**src/rtl/player_draw_if.sv**
```systemverilog
// vga_if: VGA timing/pixel bundle passed between pipeline stages.
// The "in" modport consumes a stream, the "out" modport produces one.
interface vga_if;
  logic [10:0] hcount;
  logic [10:0] vcount;
  logic        hsync;
  logic        hblnk;
  logic        vsync;
  logic        vblnk;
  logic [11:0] rgb;

  modport in  (input  hcount, vcount, hsync, hblnk, vsync, vblnk, rgb);
  modport out (output hcount, vcount, hsync, hblnk, vsync, vblnk, rgb);
endinterface

```
**src/rtl/player_draw.sv**
```systemverilog
// player_draw: overlays a 32x32 animated player sprite on the VGA stream.
// Position and facing are latched once per frame at the vblnk rising edge,
// the sprite ROM (1-cycle synchronous read) is addressed one stage after the
// window test, and every output field leaves with a fixed 3-cycle latency.
// Optional feature macro: PLAYER_MIRROR_EN (horizontal flip when facing left).
module player_draw #(
  parameter int          ANIM_FRAMES = 8,
  parameter logic [11:0] KEY_COLOR   = 12'hF0F
) (
  input  logic        clk,
  input  logic        rst_n,
  input  logic        start_game,
  input  logic [10:0] xpos,
  input  logic [10:0] ypos,
  input  logic        moving,
  input  logic        facing_left,
  input  logic [11:0] rgb_pixel,
  output logic [10:0] pixel_addr,
  vga_if.in           in,
  vga_if.out          out
);

  typedef struct packed {
    logic [10:0] hcount;
    logic [10:0] vcount;
    logic        hsync;
    logic        hblnk;
    logic        vsync;
    logic        vblnk;
    logic [11:0] rgb;
  } vga_t;

  localparam logic [0:0] FRAME_A = 1'b0;
  localparam logic [0:0] FRAME_B = 1'b1;
  localparam logic [7:0] CNT_LAST = 8'(ANIM_FRAMES - 1);

  logic        vblnk_prev;
  logic        fs;
  logic [10:0] x_lat, y_lat;
  logic [0:0]  anim_frame;
  logic [7:0]  cnt;
  logic        hit, hit_d1, hit_d2;
  logic [11:0] x_end, y_end;
  logic [4:0]  col, row, col_sel;
  vga_t        cur, px_d1, px_d2, o_q;

  assign fs = in.vblnk & ~vblnk_prev;

  // Frame-start detection, per-frame position latch and walk animation.
  always_ff @(posedge clk or negedge rst_n) begin
    if (!rst_n) begin
      vblnk_prev <= 1'b0;
      x_lat      <= '0;
      y_lat      <= '0;
      anim_frame <= FRAME_A;
      cnt        <= '0;
    end else begin
      vblnk_prev <= in.vblnk;
      if (fs) begin
        x_lat <= xpos;
        y_lat <= ypos;
        if (!moving) begin
          cnt        <= '0;
          anim_frame <= FRAME_A;
        end else if (cnt == CNT_LAST) begin
          cnt        <= '0;
          anim_frame <= (anim_frame == FRAME_A) ? FRAME_B : FRAME_A;
        end else begin
          cnt <= cnt + 8'd1;
        end
      end
    end
  end

`ifdef PLAYER_MIRROR_EN
  logic left_lat;

  // Facing direction is latched with the position so a frame never tears.
  always_ff @(posedge clk or negedge rst_n) begin
    if (!rst_n)  left_lat <= 1'b0;
    else if (fs) left_lat <= facing_left;
  end

  assign col_sel = left_lat ? (5'd31 - col) : col;
`else
  logic unused_facing;
  assign unused_facing = facing_left;
  assign col_sel       = col;
`endif

  // Window bounds are formed at 12 bits so a player near column/row 2047
  // clips at the screen edge instead of wrapping back to 0.
  assign x_end = {1'b0, x_lat} + 12'd32;
  assign y_end = {1'b0, y_lat} + 12'd32;
  assign hit   = start_game & ~in.hblnk & ~in.vblnk
               & (in.hcount >= x_lat) & ({1'b0, in.hcount} < x_end)
               & (in.vcount >= y_lat) & ({1'b0, in.vcount} < y_end);

  // Only the low 5 bits of the offset matter inside the window.
  assign col = in.hcount[4:0] - x_lat[4:0];
  assign row = in.vcount[4:0] - y_lat[4:0];

  assign cur = {in.hcount, in.vcount, in.hsync, in.hblnk, in.vsync, in.vblnk, in.rgb};

  // Stage 1: ROM address (held outside the window) and timing delay.
  always_ff @(posedge clk or negedge rst_n) begin
    if (!rst_n) begin
      pixel_addr <= '0;
      hit_d1     <= 1'b0;
      px_d1      <= '0;
    end else begin
      if (hit) pixel_addr <= {anim_frame, row, col_sel};
      hit_d1 <= hit;
      px_d1  <= cur;
    end
  end

  // Stage 2: wait for the ROM read to land on rgb_pixel.
  always_ff @(posedge clk or negedge rst_n) begin
    if (!rst_n) begin
      hit_d2 <= 1'b0;
      px_d2  <= '0;
    end else begin
      hit_d2 <= hit_d1;
      px_d2  <= px_d1;
    end
  end

  // Stage 3: merge sprite over background, key colour shows background.
  always_ff @(posedge clk or negedge rst_n) begin
    if (!rst_n) begin
      o_q <= '0;
    end else begin
      o_q <= px_d2;
      if (hit_d2 && (rgb_pixel != KEY_COLOR)) o_q.rgb <= rgb_pixel;
    end
  end

  assign out.hcount = o_q.hcount;
  assign out.vcount = o_q.vcount;
  assign out.hsync  = o_q.hsync;
  assign out.hblnk  = o_q.hblnk;
  assign out.vsync  = o_q.vsync;
  assign out.vblnk  = o_q.vblnk;
  assign out.rgb    = o_q.rgb;

endmodule

```
**src/flat_wrapper.sv**
```systemverilog
// flat-port wrapper written by rule: the top's interface ports become plain ports
module player_draw_flat 
#(
  parameter int          ANIM_FRAMES = 8,
  parameter logic [11:0] KEY_COLOR   = 12'hF0F
)
  (clk, rst_n, start_game, xpos, ypos, moving, facing_left, rgb_pixel, pixel_addr, in_hcount, in_vcount, in_hsync, in_hblnk, in_vsync, in_vblnk, in_rgb, out_hcount, out_vcount, out_hsync, out_hblnk, out_vsync, out_vblnk, out_rgb);
  vga_if in_i ();
  vga_if out_i ();
  input  logic clk;
  input  logic rst_n;
  input  logic start_game;
  input  logic [10:0] xpos;
  input  logic [10:0] ypos;
  input  logic moving;
  input  logic facing_left;
  input  logic [11:0] rgb_pixel;
  output logic [10:0] pixel_addr;
  input wire logic [$bits(in_i.hcount)-1:0] in_hcount;
  input wire logic [$bits(in_i.vcount)-1:0] in_vcount;
  input wire logic [$bits(in_i.hsync)-1:0] in_hsync;
  input wire logic [$bits(in_i.hblnk)-1:0] in_hblnk;
  input wire logic [$bits(in_i.vsync)-1:0] in_vsync;
  input wire logic [$bits(in_i.vblnk)-1:0] in_vblnk;
  input wire logic [$bits(in_i.rgb)-1:0] in_rgb;
  output wire logic [$bits(out_i.hcount)-1:0] out_hcount;
  output wire logic [$bits(out_i.vcount)-1:0] out_vcount;
  output wire logic [$bits(out_i.hsync)-1:0] out_hsync;
  output wire logic [$bits(out_i.hblnk)-1:0] out_hblnk;
  output wire logic [$bits(out_i.vsync)-1:0] out_vsync;
  output wire logic [$bits(out_i.vblnk)-1:0] out_vblnk;
  output wire logic [$bits(out_i.rgb)-1:0] out_rgb;
  assign in_i.hcount = in_hcount;
  assign in_i.vcount = in_vcount;
  assign in_i.hsync = in_hsync;
  assign in_i.hblnk = in_hblnk;
  assign in_i.vsync = in_vsync;
  assign in_i.vblnk = in_vblnk;
  assign in_i.rgb = in_rgb;
  assign out_hcount = out_i.hcount;
  assign out_vcount = out_i.vcount;
  assign out_hsync = out_i.hsync;
  assign out_hblnk = out_i.hblnk;
  assign out_vsync = out_i.vsync;
  assign out_vblnk = out_i.vblnk;
  assign out_rgb = out_i.rgb;
  player_draw #(.ANIM_FRAMES(ANIM_FRAMES), .KEY_COLOR(KEY_COLOR)) u_core (.clk(clk), .rst_n(rst_n), .start_game(start_game), .xpos(xpos), .ypos(ypos), .moving(moving), .facing_left(facing_left), .rgb_pixel(rgb_pixel), .pixel_addr(pixel_addr), .in(in_i), .out(out_i));
endmodule
```
**config.mk**
```make
export PLATFORM = sky130hd
export DESIGN_NAME = player_draw_flat
export DESIGN_NICKNAME = d
export VERILOG_FILES = /design/src/rtl/player_draw_if.sv /design/src/rtl/player_draw.sv /design/src/flat_wrapper.sv
export SDC_FILE = /design/constraint.sdc
export NUM_CORES = 1
export LEC_CHECK = 0
export ABC_AREA = 1
export BUFFER_PORTS_ARGS = -buffer_cell sky130_fd_sc_hd__clkbuf_2
export CAP_MARGIN = 15
export CORE_ASPECT_RATIO = 0.5
export CORE_UTILIZATION = 58
export DETAILED_ROUTE_END_ITERATION = 8
export PLACE_DENSITY = 0.92
export SLEW_MARGIN = 20
export SYNTH_ARGS = -nofsm -noshare
export SYNTH_HDL_FRONTEND = slang
export SYNTH_SLANG_ARGS = --single-unit
export TNS_END_PERCENT = 20
```
**constraint.sdc**
```tcl
create_clock -name clk -period 3.4 [get_ports clk]
set_clock_uncertainty 0.1 [all_clocks]
set_input_delay 0.68 -clock clk [delete_from_list [all_inputs] [get_ports clk]]
set_output_delay 0.68 -clock clk [all_outputs]
set_load 0.02 [all_outputs]
```
Word level (Yosys, flattened, before mapping)
Cells that the tools add are included.
Cells by class
  add/sub/neg operators: 5
  order comparisons: 4
  equality and inequality tests: 3
  muxes and demuxes: 6
  bitwise logic cells: 10
  reduce and logical (&&, ||, !) cells: 2
Operators with widths (number)
  adder 11 x 6 -> 12 bit, second input constant: 2
  < comparator 11 x 12 -> 1 bit: 2
  >= comparator 11 bit: 2
  two-way mux 8 bit: 2
  two-way mux 12 bit: 1
  inequality test 12 bit, second input constant: 1
  subtractor 5 bit: 2
  adder 8 x 1 -> 8 bit, second input constant: 1
  == test 8 x 3 -> 1 bit, second input constant: 1
  AND 1 bit: 7
  two-way mux 1 bit: 3
  NOT 1 bit: 3
  inequality test 2 x 1 -> 1 bit, second input constant: 1
  AND reduction 2 bit: 1
  logical AND 1 bit: 1
Storage, ports and cells
  register bits after elaboration: 158
  output and inout port bits: 49
  word-level logic and storage cells: 58

Longest topological paths before layout
Gate-level depths: netlist (run 1).
  depth after elaboration: 7
  mapped depth: 16
  gate-level depth less buffers: 15

Least setup slack after synthesis (run 1)
No wires, ideal clock.
  path kind: input to register
  start point: in in_hcount[0]
  end point: reg u_core.pixel_addr[10]
  library setup time: 0.121 ns
  arrival time: 2.115 ns
  slack: 1.064 ns
  stages: 15
  buffers on the path: 1
  cells stage by stage: inv_1 > ha_1 > inv_1 > fa_1 > nand2_1 > nand2_1 > nand3_1 > nand2_1 > nand2_1 > nand2_1 > nand2_1 > nand2_1 > buf_2 > o21bai_1 > nand2_1
On the way
  word-level cells in the longest chain between the ends: 5
  elaborated cells between the ends (all ways): 6
RTL lines
  start, declared: RTL line flat_wrapper.sv:19  | input wire logic [$bits(in_i.hcount)-1:0] in_hcount;
  >= comparator 11 bit: RTL line player_draw.sv:96  | & (in.hcount >= x_lat) & ({1'b0, in.hcount} < x_end)
  AND 1 bit: RTL line player_draw.sv:96
  AND 1 bit *: RTL line player_draw.sv:96
  AND 1 bit * (2 in a row): RTL line player_draw.sv:97  | & (in.vcount >= y_lat) & ({1'b0, in.vcount} < y_end);
  end signal, assigned: RTL line player_draw.sv:112  | if (hit) pixel_addr <= {anim_frame, row, col_sel};
  end, declared: RTL line player_draw.sv:18  | output logic [10:0] pixel_addr,
Mark *: on every way between the ends. The rest lies on a longest branch, timed or not.
A chain may end at the register's enable or synchronous reset.

Worst setup path in the final report (run 1)
  start point: reg u_core.x_lat[5]
  end point: reg u_core.pixel_addr[10]
On the way
  word-level cells in the longest chain between the ends: 5
  elaborated cells between the ends (all ways): 7
RTL lines
  start, declared: RTL line player_draw.sv:39  | logic [10:0] x_lat, y_lat;
  start signal, assigned: RTL line player_draw.sv:60  | x_lat <= xpos;
  adder 11 x 6 -> 12 bit / >= comparator 11 bit (equally long branches): RTL line player_draw.sv:93, player_draw.sv:96
  < comparator 11 x 12 -> 1 bit / AND 1 bit (equally long branches): RTL line player_draw.sv:96
  AND 1 bit *: RTL line player_draw.sv:96
  AND 1 bit * (2 in a row): RTL line player_draw.sv:97
Marks and branches as above.

==> run metrics, run 1 <==
Clock Path Buffers=2; Hold Path Class=in -> async; DRT antenna net count=0; max cap viols=0; Critical Path Start=u_core.x_lat[5]$_DFFE_PN0P_; Unique masters post-synth=31; Tot GR Track Use=24.9%; DIE HEIGHT=74.4 microns; I/O Buffers=124; Final Slew Violations=0; hold buffers post-CTS=0; Setup WS post-layout=0.703 ns; #FFs+latches synth=158; area taken by multi-input logic gates=0.00181 sq mm; Clock transition at path regs=0.06 ns; Filler Cells Inserted=595; maximum vdd drop=0.000373 V; Sum Neg Setup Slack=0 ns; Tcrit/Tclk final=79.3%; CP Max Fanout=12; sequential area share after synthesis=65.0%; Iteration-0 DRC Markers=291; Final min period=2.70 ns; commonest non-fill, non-tap cell in the layout=dfrtp_1; Gate Count Post-Synth=548; YS warnings=0; hpwl dp=8.66 mm; Via Count=4233; Area Overhead vs Synth=22.5%; Die Wd=147 microns; fin cells=834; GPL Wtd Cong=0.816; CP Capture Type=register; post-place instance area=0.00686 sq mm; WS Path Type=reg -> reg; core footprint=0.00982 sq mm; Ports=126; FF-to-FF path depth=14; commonest cells after routing, fill and taps aside=dfrtp_1, clkbuf_2, nand2_1, inv_1, ha_1; Post-Route WL=12.7 mm; critical path launch point type=register; post-route cell area=0.00745 sq mm; RSZ-0062 raised after global routing=no; # clock sinks=158; First-pass DRT Iterations=5; Required @ worst endpoint=3.65 ns; layout cells sized above 1=23.9%; syn nets=664; syn_area_per_cell=11.1 sq um; Residual DRC=0; pre-CTS setup slack=0.504 ns; WL/cell=15.2 microns; Nets=802; Reg area=0.00395 sq mm; Fmax=371 MHz; FP Rows=25; total grt overflow=0; Post-CTS Setup Inserts=0; synthesized cell area=0.00608 sq mm; Clock Tree Root=clkbuf_16; first-pass GRT wire length=20.3 mm; Setup Viol. Count Final=0; ANT cells=0; DIE AREA=0.0109 sq mm; Cells after DPL=802; Initial Util=61.9%; clock buffer count from CTS=17; final core occ=75.9%; relative slew slack=52.0%; Via density=5.08; largest net degree at the start of global routing=82; CTS H-tree lvls=4; slew at the pin closest to its max-slew limit=0.720 ns; PwrDens=649 mW/mm^2; leak pwr=0.00385 uW; Fin. Hold Viols=0; CTS tree=done; CP arrival=2.94 ns; Clk Latency, worst-skew pair=0.41 ns; vias in the first global route=4329; initial antenna violation count=0; RR Startpoint=u_core.x_lat[5]$_DFFE_PN0P_; Post-CTS Resized=0; outcome=finished, final reports clean
[cell usage after synthesis]
master | number | area share [%]
a21boi_0 | 1 | 0.12
a21o_1 | 2 | 0.25
a21oi_1 | 15 | 1.2
a31oi_1 | 2 | 0.21
buf_2 | 3 | 0.25
buf_4 | 1 | 0.12
buf_6 | 1 | 0.19
clkbuf_1 | 4 | 0.25
dfrtp_1 | 158 | 65
fa_1 | 2 | 0.66
ha_1 | 37 | 7.6
inv_1 | 72 | 4.4
nand2_1 | 120 | 7.4
nand3_1 | 18 | 1.5
nand3_2 | 1 | 0.16
nand4_1 | 1 | 0.10
nor2_1 | 24 | 1.5
nor2_2 | 1 | 0.10
nor2_4 | 2 | 0.37
nor3_1 | 10 | 0.82
nor3b_1 | 1 | 0.12
nor3b_2 | 1 | 0.21
nor4_1 | 4 | 0.41
o21a_1 | 2 | 0.25
o21ai_0 | 35 | 2.9
o21ai_1 | 1 | 0.082
o21bai_1 | 11 | 1.4
o22ai_1 | 1 | 0.10
or2_2 | 2 | 0.21
xnor2_1 | 5 | 0.72
xor2_1 | 10 | 1.4
[cell type report]
cell class              instances  share of cell area, %
multi-input cells             309                   24.3
well taps                     135                   2.27
flip-flops and latches        158                   53.1
inverters                      72                   3.63
clock buffers                  18                   5.89
repair buffers                128                   8.81
clock inverters                14                   2.03
[flip-flops by register name, indices dropped and copies added, names as in the netlist, 8 cells and up]
name               flops
u_core.y_lat          11
u_core.x_lat          11
u_core.out.rgb        12
u_core.out.hcount     11
u_core.out.vcount     11
u_core.px_d2          38
u_core.cnt             8
u_core.px_d1          37
u_core.pixel_addr     11
[worst max-delay path, cell delays in order, from the launching register on]
cell,delay [ns]
dfrtp_1,0.43
ha_1,0.30
xnor2_1,0.16
ha_1,0.30
nand2_1,0.09
inv_1,0.04
a21oi_1,0.13
nand2_1,0.09
nand2_1,0.07
nand2_1,0.05
nand2_1,0.06
nand2_1,0.27
nor2_4,0.35
nand2_1,0.10
nand2_1,0.08
[path summary, 6_finish.rpt]
check / endpoint / slack (ns)
max in group asynchronous: u_core.out.hblnk$_DFF_PN0_ / 2.13
hold / removal: u_core.out.hcount[4]$_DFF_PN0_ / 0.17
hold reg to reg: u_core.out.vcount[4]$_DFF_PN0_ / 0.24
setup reg to reg: u_core.pixel_addr[10]$_DFFE_PN0P_ / 0.70
min in group clk: u_core.out.vcount[4]$_DFF_PN0_ / 0.24
setup / recovery: u_core.pixel_addr[10]$_DFFE_PN0P_ / 0.70
[through the flow]
stage | power (uW) | hold WS [ns]
finish | 4840 | 0.173
global route | 5080 | 0.235
floorplan | 2690 | 0.231
CTS | 4880 | 0.227
detailed placement | 3010 | 0.235
global placement | 2960 | 0.232
[per-layer routing]
| layer | global-route usage, % | vias to the layer above | share of wire (%) |
|---|---|---|---|
| met5 | 0 | - | 0 |
| met4 | 8.56 | 0 | 1.3 |
| met3 | 7.42 | 18 | 5.0 |
| met2 | 44.9 | 145 | 51 |
| met1 | 29.4 | 2053 | 43 |
| li1 | - | 2017 | - |
[power breakdown]
| part | total, uW | switching (uW) | internal [uW] |
|---|---|---|---|
| registers | 2170 | 105 | 2060 |
| clock network | 1840 | 787 | 1050 |
| logic | 826 | 522 | 304 |
| total | 4840 | 1410 | 3420 |
[kinds of logic after synthesis]
kind of cell / after synthesis / share of synthesized area (%)
AOI/OAI and AO/OA: 70 / 6.48
xor gates and xnor gates: 15 / 2.16
adders and majority gates: 39 / 8.27
buffers and inverters: 81 / 5.24
DFF: 158 / 65.0
and+or+nand+nor: 185 / 12.9
(Power assumes the default switching activity.)
==> inputs of run 2 (changes only) <==
- CORE_UTILIZATION: 58 -> 49
- PLACE_DENSITY: 0.92 -> 0.83
- clock period: 3.4 -> 2.2 ns (I/O delays scaled with it)
==> run metrics, run 2 (synthesis gave the netlist of run 1 again) <==
leak pwr=0.00396 uW (was 0.00385 uW); total grt overflow=0 (unchanged); Clock transition at path regs=0.07 ns (was 0.06 ns); Tot GR Track Use=20.9% (was 24.9%); WP buf/inv=1 (unchanged); Final min period=2.31 ns (was 2.70 ns); Clock Path Buffers=2 (unchanged); I/O Buffers=124 (unchanged); Fin. Hold Viols=0 (unchanged); Required @ worst endpoint=2.41 ns (was 3.65 ns); largest net degree at the start of global routing=59 (was 82); initial antenna violation count=0 (unchanged); DRT antenna net count=0 (unchanged); final core occ=65.1% (was 75.9%); commonest cells after routing, fill and taps aside=dfrtp_1, clkbuf_2, nand2_1, inv_1 (was dfrtp_1, clkbuf_2, nand2_1, inv_1, ha_1); relative slew slack=71.9% (was 52.0%); CP Max Fanout=5 (was 12); WL/cell=14.9 microns (was 15.2 microns); Filler Cells Inserted=863 (was 595); global route hottest layer=met2 (unchanged); max cap viols=0 (unchanged); DIE AREA=0.0129 sq mm (was 0.0109 sq mm); Nets=823 (was 802); clock buffer count from CTS=17 (unchanged); met2 usage=35.9% (was 44.9%); Fmax=433 MHz (was 371 MHz); CP arrival=2.52 ns (was 2.94 ns); Via density=4.99 (was 5.08); Hold Path Class=in -> reg (was in -> async); Via Count=4412 (was 4233); max FFs per register=38 (unchanged); critical path launch point type=register (unchanged); global-route met3 utilization=4.49% (was 7.42%); worst-path cell chain=ha_4, nand3_2, xor2_1, ha_1, a21oi_2, nor2_1, nor2_2, nand3_4, buf_4, o21bai_1, nand2_1 (was ha_1, xnor2_1, ha_1, nand2_1, inv_1, a21oi_1, nand2_1, nand2_1, nand2_1, nand2_1, nand2_1, nor2_4, nand2_1, nand2_1); maximum vdd drop=0.000460 V (was 0.000373 V); ANT cells=0 (unchanged); Residual DRC=0 (unchanged); hpwl dp=8.62 mm (was 8.66 mm); met1 usage=25.1% (was 29.4%); failing checks=setup timing; commonest non-fill, non-tap cell in the layout=dfrtp_1 (unchanged); Iteration-0 DRC Markers=327 (was 291); Initial Util=50.9% (was 61.9%); core footprint=0.0119 sq mm (was 0.00982 sq mm); Setup Viol. Count Final=11 (was 0); Tcrit/Tclk final=105% (was 79.3%); Area Overhead vs Synth=27.8% (was 22.5%); CP top delay family=adder cells (was simple AND/OR/NAND/NOR gates); RSZ-0062 raised after global routing=yes (was no); Ports=126 (unchanged); post-route cell area=0.00778 sq mm (was 0.00745 sq mm); Largest Register=u_core.px_d2 (unchanged); layout cells sized above 1=29.2% (was 23.9%); Clk Latency, worst-skew pair=0.43 ns (was 0.41 ns); CTS tree=done (unchanged); Sum Neg Setup Slack=-0.934 ns (was 0 ns); Post-Route WL=13.2 mm (was 12.7 mm); first-pass GRT wire length=20.5 mm (was 20.3 mm); total power=7560 uW (was 4840 uW); Setup WS post-layout=-0.110 ns (was 0.703 ns); First-pass DRT Iterations=5 (unchanged); post-place instance area=0.00704 sq mm (was 0.00686 sq mm); vias in the first global route=4298 (was 4329); Final Slew Violations=0 (unchanged); WS Path Type=reg -> reg (unchanged); # clock sinks=158 (unchanged); Largest regs=u_core.px_d2 (38), u_core.px_d1 (37), u_core.out.rgb (12) (unchanged); pre-CTS setup slack=-0.220 ns (was 0.504 ns); Clock Tree Root=clkbuf_16 (unchanged); CP Capture Type=register (unchanged); FP Rows=28 (was 25); PwrDens=972 mW/mm^2 (was 649 mW/mm^2); DIE HEIGHT=80.8 microns (was 74.4 microns); CTS H-tree lvls=4 (unchanged); slew at the pin closest to its max-slew limit=0.419 ns (was 0.720 ns); outcome=complete, but fails checks (was finished, final reports clean); GPL Wtd Cong=0.827 (was 0.816); Die Wd=160 microns (was 147 microns); CP max stage cell=dfrtp_1 (unchanged); Largest stage delay, worst path=0.43 ns (about the same)
run 2: changes by cell type in the layout (fill, tap and decap cells not counted), sizes merged:
cell	delta
clkinvlp	+2
buf	+20
dlygate4sd3	+1
bufinv	-1
clkinv	-2
run 2: timing repair:
action	CTS	global route
hold endpoints to repair	35	0
gates cloned	0	0
hold buffers	1	0
pin swaps	14	18
resized for setup	11	21
setup endpoints to repair	12	12
setup buffers	4	1
run 2: metal layers:
metal	part of all wire [%]	vias to the layer above	wire length, microns
li1	-	2068	-
met4	3.0	0	395
met5	0	-	0
met2	51	160	6690
met3	4.7	43	615
met1	42	2141	5500
run 2: power by group:
| group | leakage [uW] | internal [uW] | switching, uW | total, uW |
|---|---|---|---|---|
| clock | 0.000258 | 1490 | 1240 | 2720 |
| sequential | 0.00186 | 3190 | 160 | 3350 |
| combinational | 0.00184 | 593 | 899 | 1490 |
| total | 0.00396 | 5270 | 2290 | 7560 |
run 2: stage by stage:
step / hold slack (ns) / std cells
after CTS: 0.00443 / 883
after global placement: 0.232 / 847
after floorplan: 0.0444 / 548
final: 0.0158 / 884
after detailed placement: 0.235 / 847
after global routing: 0.00449 / 884
run 2: layout make-up:
| cell class | instances | area, sq um | share of cell area [%] |
|---|---|---|---|
| timing repair buffer | 149 | 873 | 11.2 |
| clock buffer | 18 | 439 | 5.65 |
| clock inverter | 13 | 104 | 1.34 |
| inverter | 72 | 270 | 3.47 |
| sequential | 158 | 3950 | 50.8 |
| multi-input combinational | 309 | 1930 | 24.8 |
| tap | 165 | 206 | 2.65 |
run 2: path summary, 6_finish.rpt:
check,start,to,slack (ns),cells after the start
hold reg to reg,u_core.px_d2[25]$_DFF_PN0_,u_core.out.vcount[9]$_DFF_PN0_,0.24,0
setup / recovery,u_core.y_lat[5]$_DFFE_PN0P_,u_core.pixel_addr[4]$_DFFE_PN0P_,-0.11,11
hold / removal,in_hsync,u_core.px_d1[15]$_DFF_PN0_,0.02,1
min in group asynchronous,rst_n,u_core.px_d1[5]$_DFF_PN0_,0.38,2
max in group asynchronous,rst_n,u_core.x_lat[5]$_DFFE_PN0P_,0.97,3
setup reg to reg,u_core.y_lat[5]$_DFFE_PN0P_,u_core.pixel_addr[4]$_DFFE_PN0P_,-0.11,11
==> inputs of run 3 (changes only) <==
- SETUP_SLACK_MARGIN: unset -> 0.3
==> run metrics, run 3 (synthesis gave the netlist of run 1 again) <==
outcome=complete, but fails checks (unchanged); failing checks=setup timing (unchanged); Clock Tree Root=clkbuf_16 (unchanged); pre-CTS setup slack=-0.0915 ns (was -0.220 ns); Die Wd=160 microns (unchanged); Reg area=0.00395 sq mm (unchanged); Clk Latency, worst-skew pair=0.42 ns (was 0.43 ns); Largest Register=u_core.px_d2 (unchanged); Clk pwr share=37.4% (was 36.0%); commonest non-fill, non-tap cell in the layout=dfrtp_1 (unchanged); post-route cell area=0.00781 sq mm (was 0.00778 sq mm); Filler Cells Inserted=847 (was 863); max cap viols=0 (unchanged); CP Capture Type=register (unchanged); r2r setup slk=-0.09 ns (was -0.11 ns); Hold Path Class=in -> reg (unchanged); I/O Buffers=124 (unchanged); layout cells sized above 1=28.5% (was 29.2%); total grt overflow=0 (unchanged); FP Rows=28 (unchanged); critical path launch point type=register (unchanged); CP arrival=2.50 ns (was 2.52 ns); Fin. Hold Viols=0 (unchanged); maximum vdd drop=0.000515 V (was 0.000460 V); core footprint=0.0119 sq mm (unchanged); Ports=126 (unchanged); # clock sinks=158 (unchanged); vias in the first global route=4155 (was 4298); DIE AREA=0.0129 sq mm (unchanged); RSZ-0062 raised after global routing=yes (unchanged); Hold WS=0.0191 ns (was 0.0158 ns); commonest cells after routing, fill and taps aside=dfrtp_1, clkbuf_2, nand2_1, inv_1, ha_1 (was dfrtp_1, clkbuf_2, nand2_1, inv_1); Required @ worst endpoint=2.41 ns (about the same); leak pwr=0.00398 uW (was 0.00396 uW); hpwl dp=8.50 mm (was 8.62 mm); Final Slew Violations=0 (unchanged); Residual DRC=0 (unchanged); CTS H-tree lvls=4 (unchanged); Area Overhead vs Synth=28.4% (was 27.8%); Sw Ratio=30.0% (was 30.3%); CP Max Fanout=6 (was 5); Final min period=2.29 ns (was 2.31 ns); Setup WS post-layout=-0.0918 ns (was -0.110 ns); Tot GR Track Use=19.8% (was 20.9%); first-pass GRT wire length=19.5 mm (was 20.5 mm); Clock Path Buffers=2 (unchanged); GPL Wtd Cong=0.814 (was 0.827); Critical Path Start=u_core.x_lat[5]$_DFFE_PN0P_ (was u_core.y_lat[5]$_DFFE_PN0P_); Tcrit/Tclk final=104% (was 105%); Via density=4.86 (was 4.99); Hold Startpoint=in_rgb[1] (was in_hsync); WL/cell=14.1 microns (was 14.9 microns); combinational power share=19.0% (was 19.7%); FF-to-FF path depth=14 (was 11); Post-Route WL=12.5 mm (was 13.2 mm); area taken by multi-input logic gates=0.00194 sq mm (was 0.00193 sq mm); Nets=822 (was 823); Setup Viol. Count Final=11 (unchanged); WS Path Type=reg -> reg (unchanged); Switch Pwr=2290 uW (about the same); hold path cells=1 (unchanged); ANT cells=0 (unchanged); slew at the pin closest to its max-slew limit=0.542 ns (was 0.419 ns); Fmax=436 MHz (was 433 MHz); Clock transition at path regs=0.07 ns (about the same); Iteration-0 DRC Markers=246 (was 327); CTS tree=done (unchanged); PwrDens=980 mW/mm^2 (was 972 mW/mm^2); Via Count=4299 (was 4412); initial antenna violation count=0 (unchanged); post-place instance area=0.00706 sq mm (was 0.00704 sq mm); RR Startpoint=u_core.x_lat[5]$_DFFE_PN0P_ (was u_core.y_lat[5]$_DFFE_PN0P_); clock buffer count from CTS=17 (unchanged); DRT antenna net count=0 (unchanged); largest net degree at the start of global routing=58 (was 59); internal power=5360 uW (was 5270 uW); First-pass DRT Iterations=5 (unchanged); DIE HEIGHT=80.8 microns (unchanged); Largest regs=u_core.px_d2 (38), u_core.px_d1 (37), u_core.out.rgb (12) (unchanged); Flop pwr share=43.6% (was 44.3%); max FFs per register=38 (unchanged); relative slew slack=63.9% (was 71.9%); Initial Util=50.9% (unchanged); total power=7660 uW (was 7560 uW)
[run 3: cell types whose count changed in the layout (fill, tap and decap cells not counted), moves of 2 or more]
cell and delta:
nand2_1 +6, clkinv_4 +4, clkinvlp_4 -2, nand2_2 -6, buf_4 -2
[run 3: repair_timing]
| item | in CTS | in global routing |
|---|---|---|
| setup buffers | 1 | 2 |
| hold buffers | 1 | 1 |
| gates resized for setup | 5 | 18 |
| pin swaps | 9 | 27 |
| gates cloned | 0 | 1 |
| endpoints found under the setup margin | 12 | 13 |
| endpoints found under the hold margin | 52 | 1 |
[run 3: final timing paths]
path / end
min in group asynchronous: u_core.out.rgb[5]$_DFF_PN0_
max reg2reg: u_core.pixel_addr[5]$_DFFE_PN0P_
min reg2reg: u_core.out.vcount[10]$_DFF_PN0_
min: u_core.px_d1[1]$_DFF_PN0_
max: u_core.pixel_addr[5]$_DFFE_PN0P_
max in group asynchronous: u_core.px_d1[28]$_DFF_PN0_
[run 3: power by group through the flow]
stage / combinational (uW) / sequential (uW) / clock (uW)
CTS: 1380 / 3330 / 2890
detailed placement: 1320 / 3380 / 0
floorplan: 637 / 3540 / 0
finish: 1460 / 3340 / 2860
global route: 1620 / 3360 / 3020
global placement: 1280 / 3360 / 0
[run 3: metrics by stage]
stage | instances | util, % | TNS (ns)
2_1_floorplan | 548 | - | 0
3_3_place_gp | 846 | 59.1 | -0.293
6_report | 884 | 65.4 | -0.762
5_1_grt | 884 | 65.4 | -1.97
3_5_place_dp | 846 | 59.1 | -0.550
4_1_cts | 880 | 64.3 | -0.487
[run 3: final cells by class]
class / instances / share of cell area (%)
Clock buffer: 17 / 5.45
Clock inverter: 15 / 2.00
Inverter: 72 / 3.46
Multi-Input combinational cell: 310 / 24.8
Sequential cell: 158 / 50.6
Tap cell: 165 / 2.64
Timing Repair Buffer: 147 / 11.0
[run 3: routing by layer]
metal | track usage (%) | vias up | routed length (microns)
met3 | 5.87 | 42 | 649
met5 | 0 | - | 0
met4 | 9.13 | 0 | 404
met1 | 23.8 | 2066 | 5330
met2 | 33.8 | 130 | 6060
li1 | - | 2061 | -
[run 3: worst max-delay path, cell delays in order (launching register included)]
cell	delay (ns)
dfrtp_1	0.39
ha_2	0.21
xnor2_2	0.13
ha_1	0.30
nand2_1	0.09
inv_1	0.05
a21oi_2	0.11
nand2_1	0.09
nand2_1	0.07
nand2_1	0.06
nand2_2	0.10
nand2_4	0.10
buf_6	0.15
o21bai_1	0.14
nand2_1	0.08
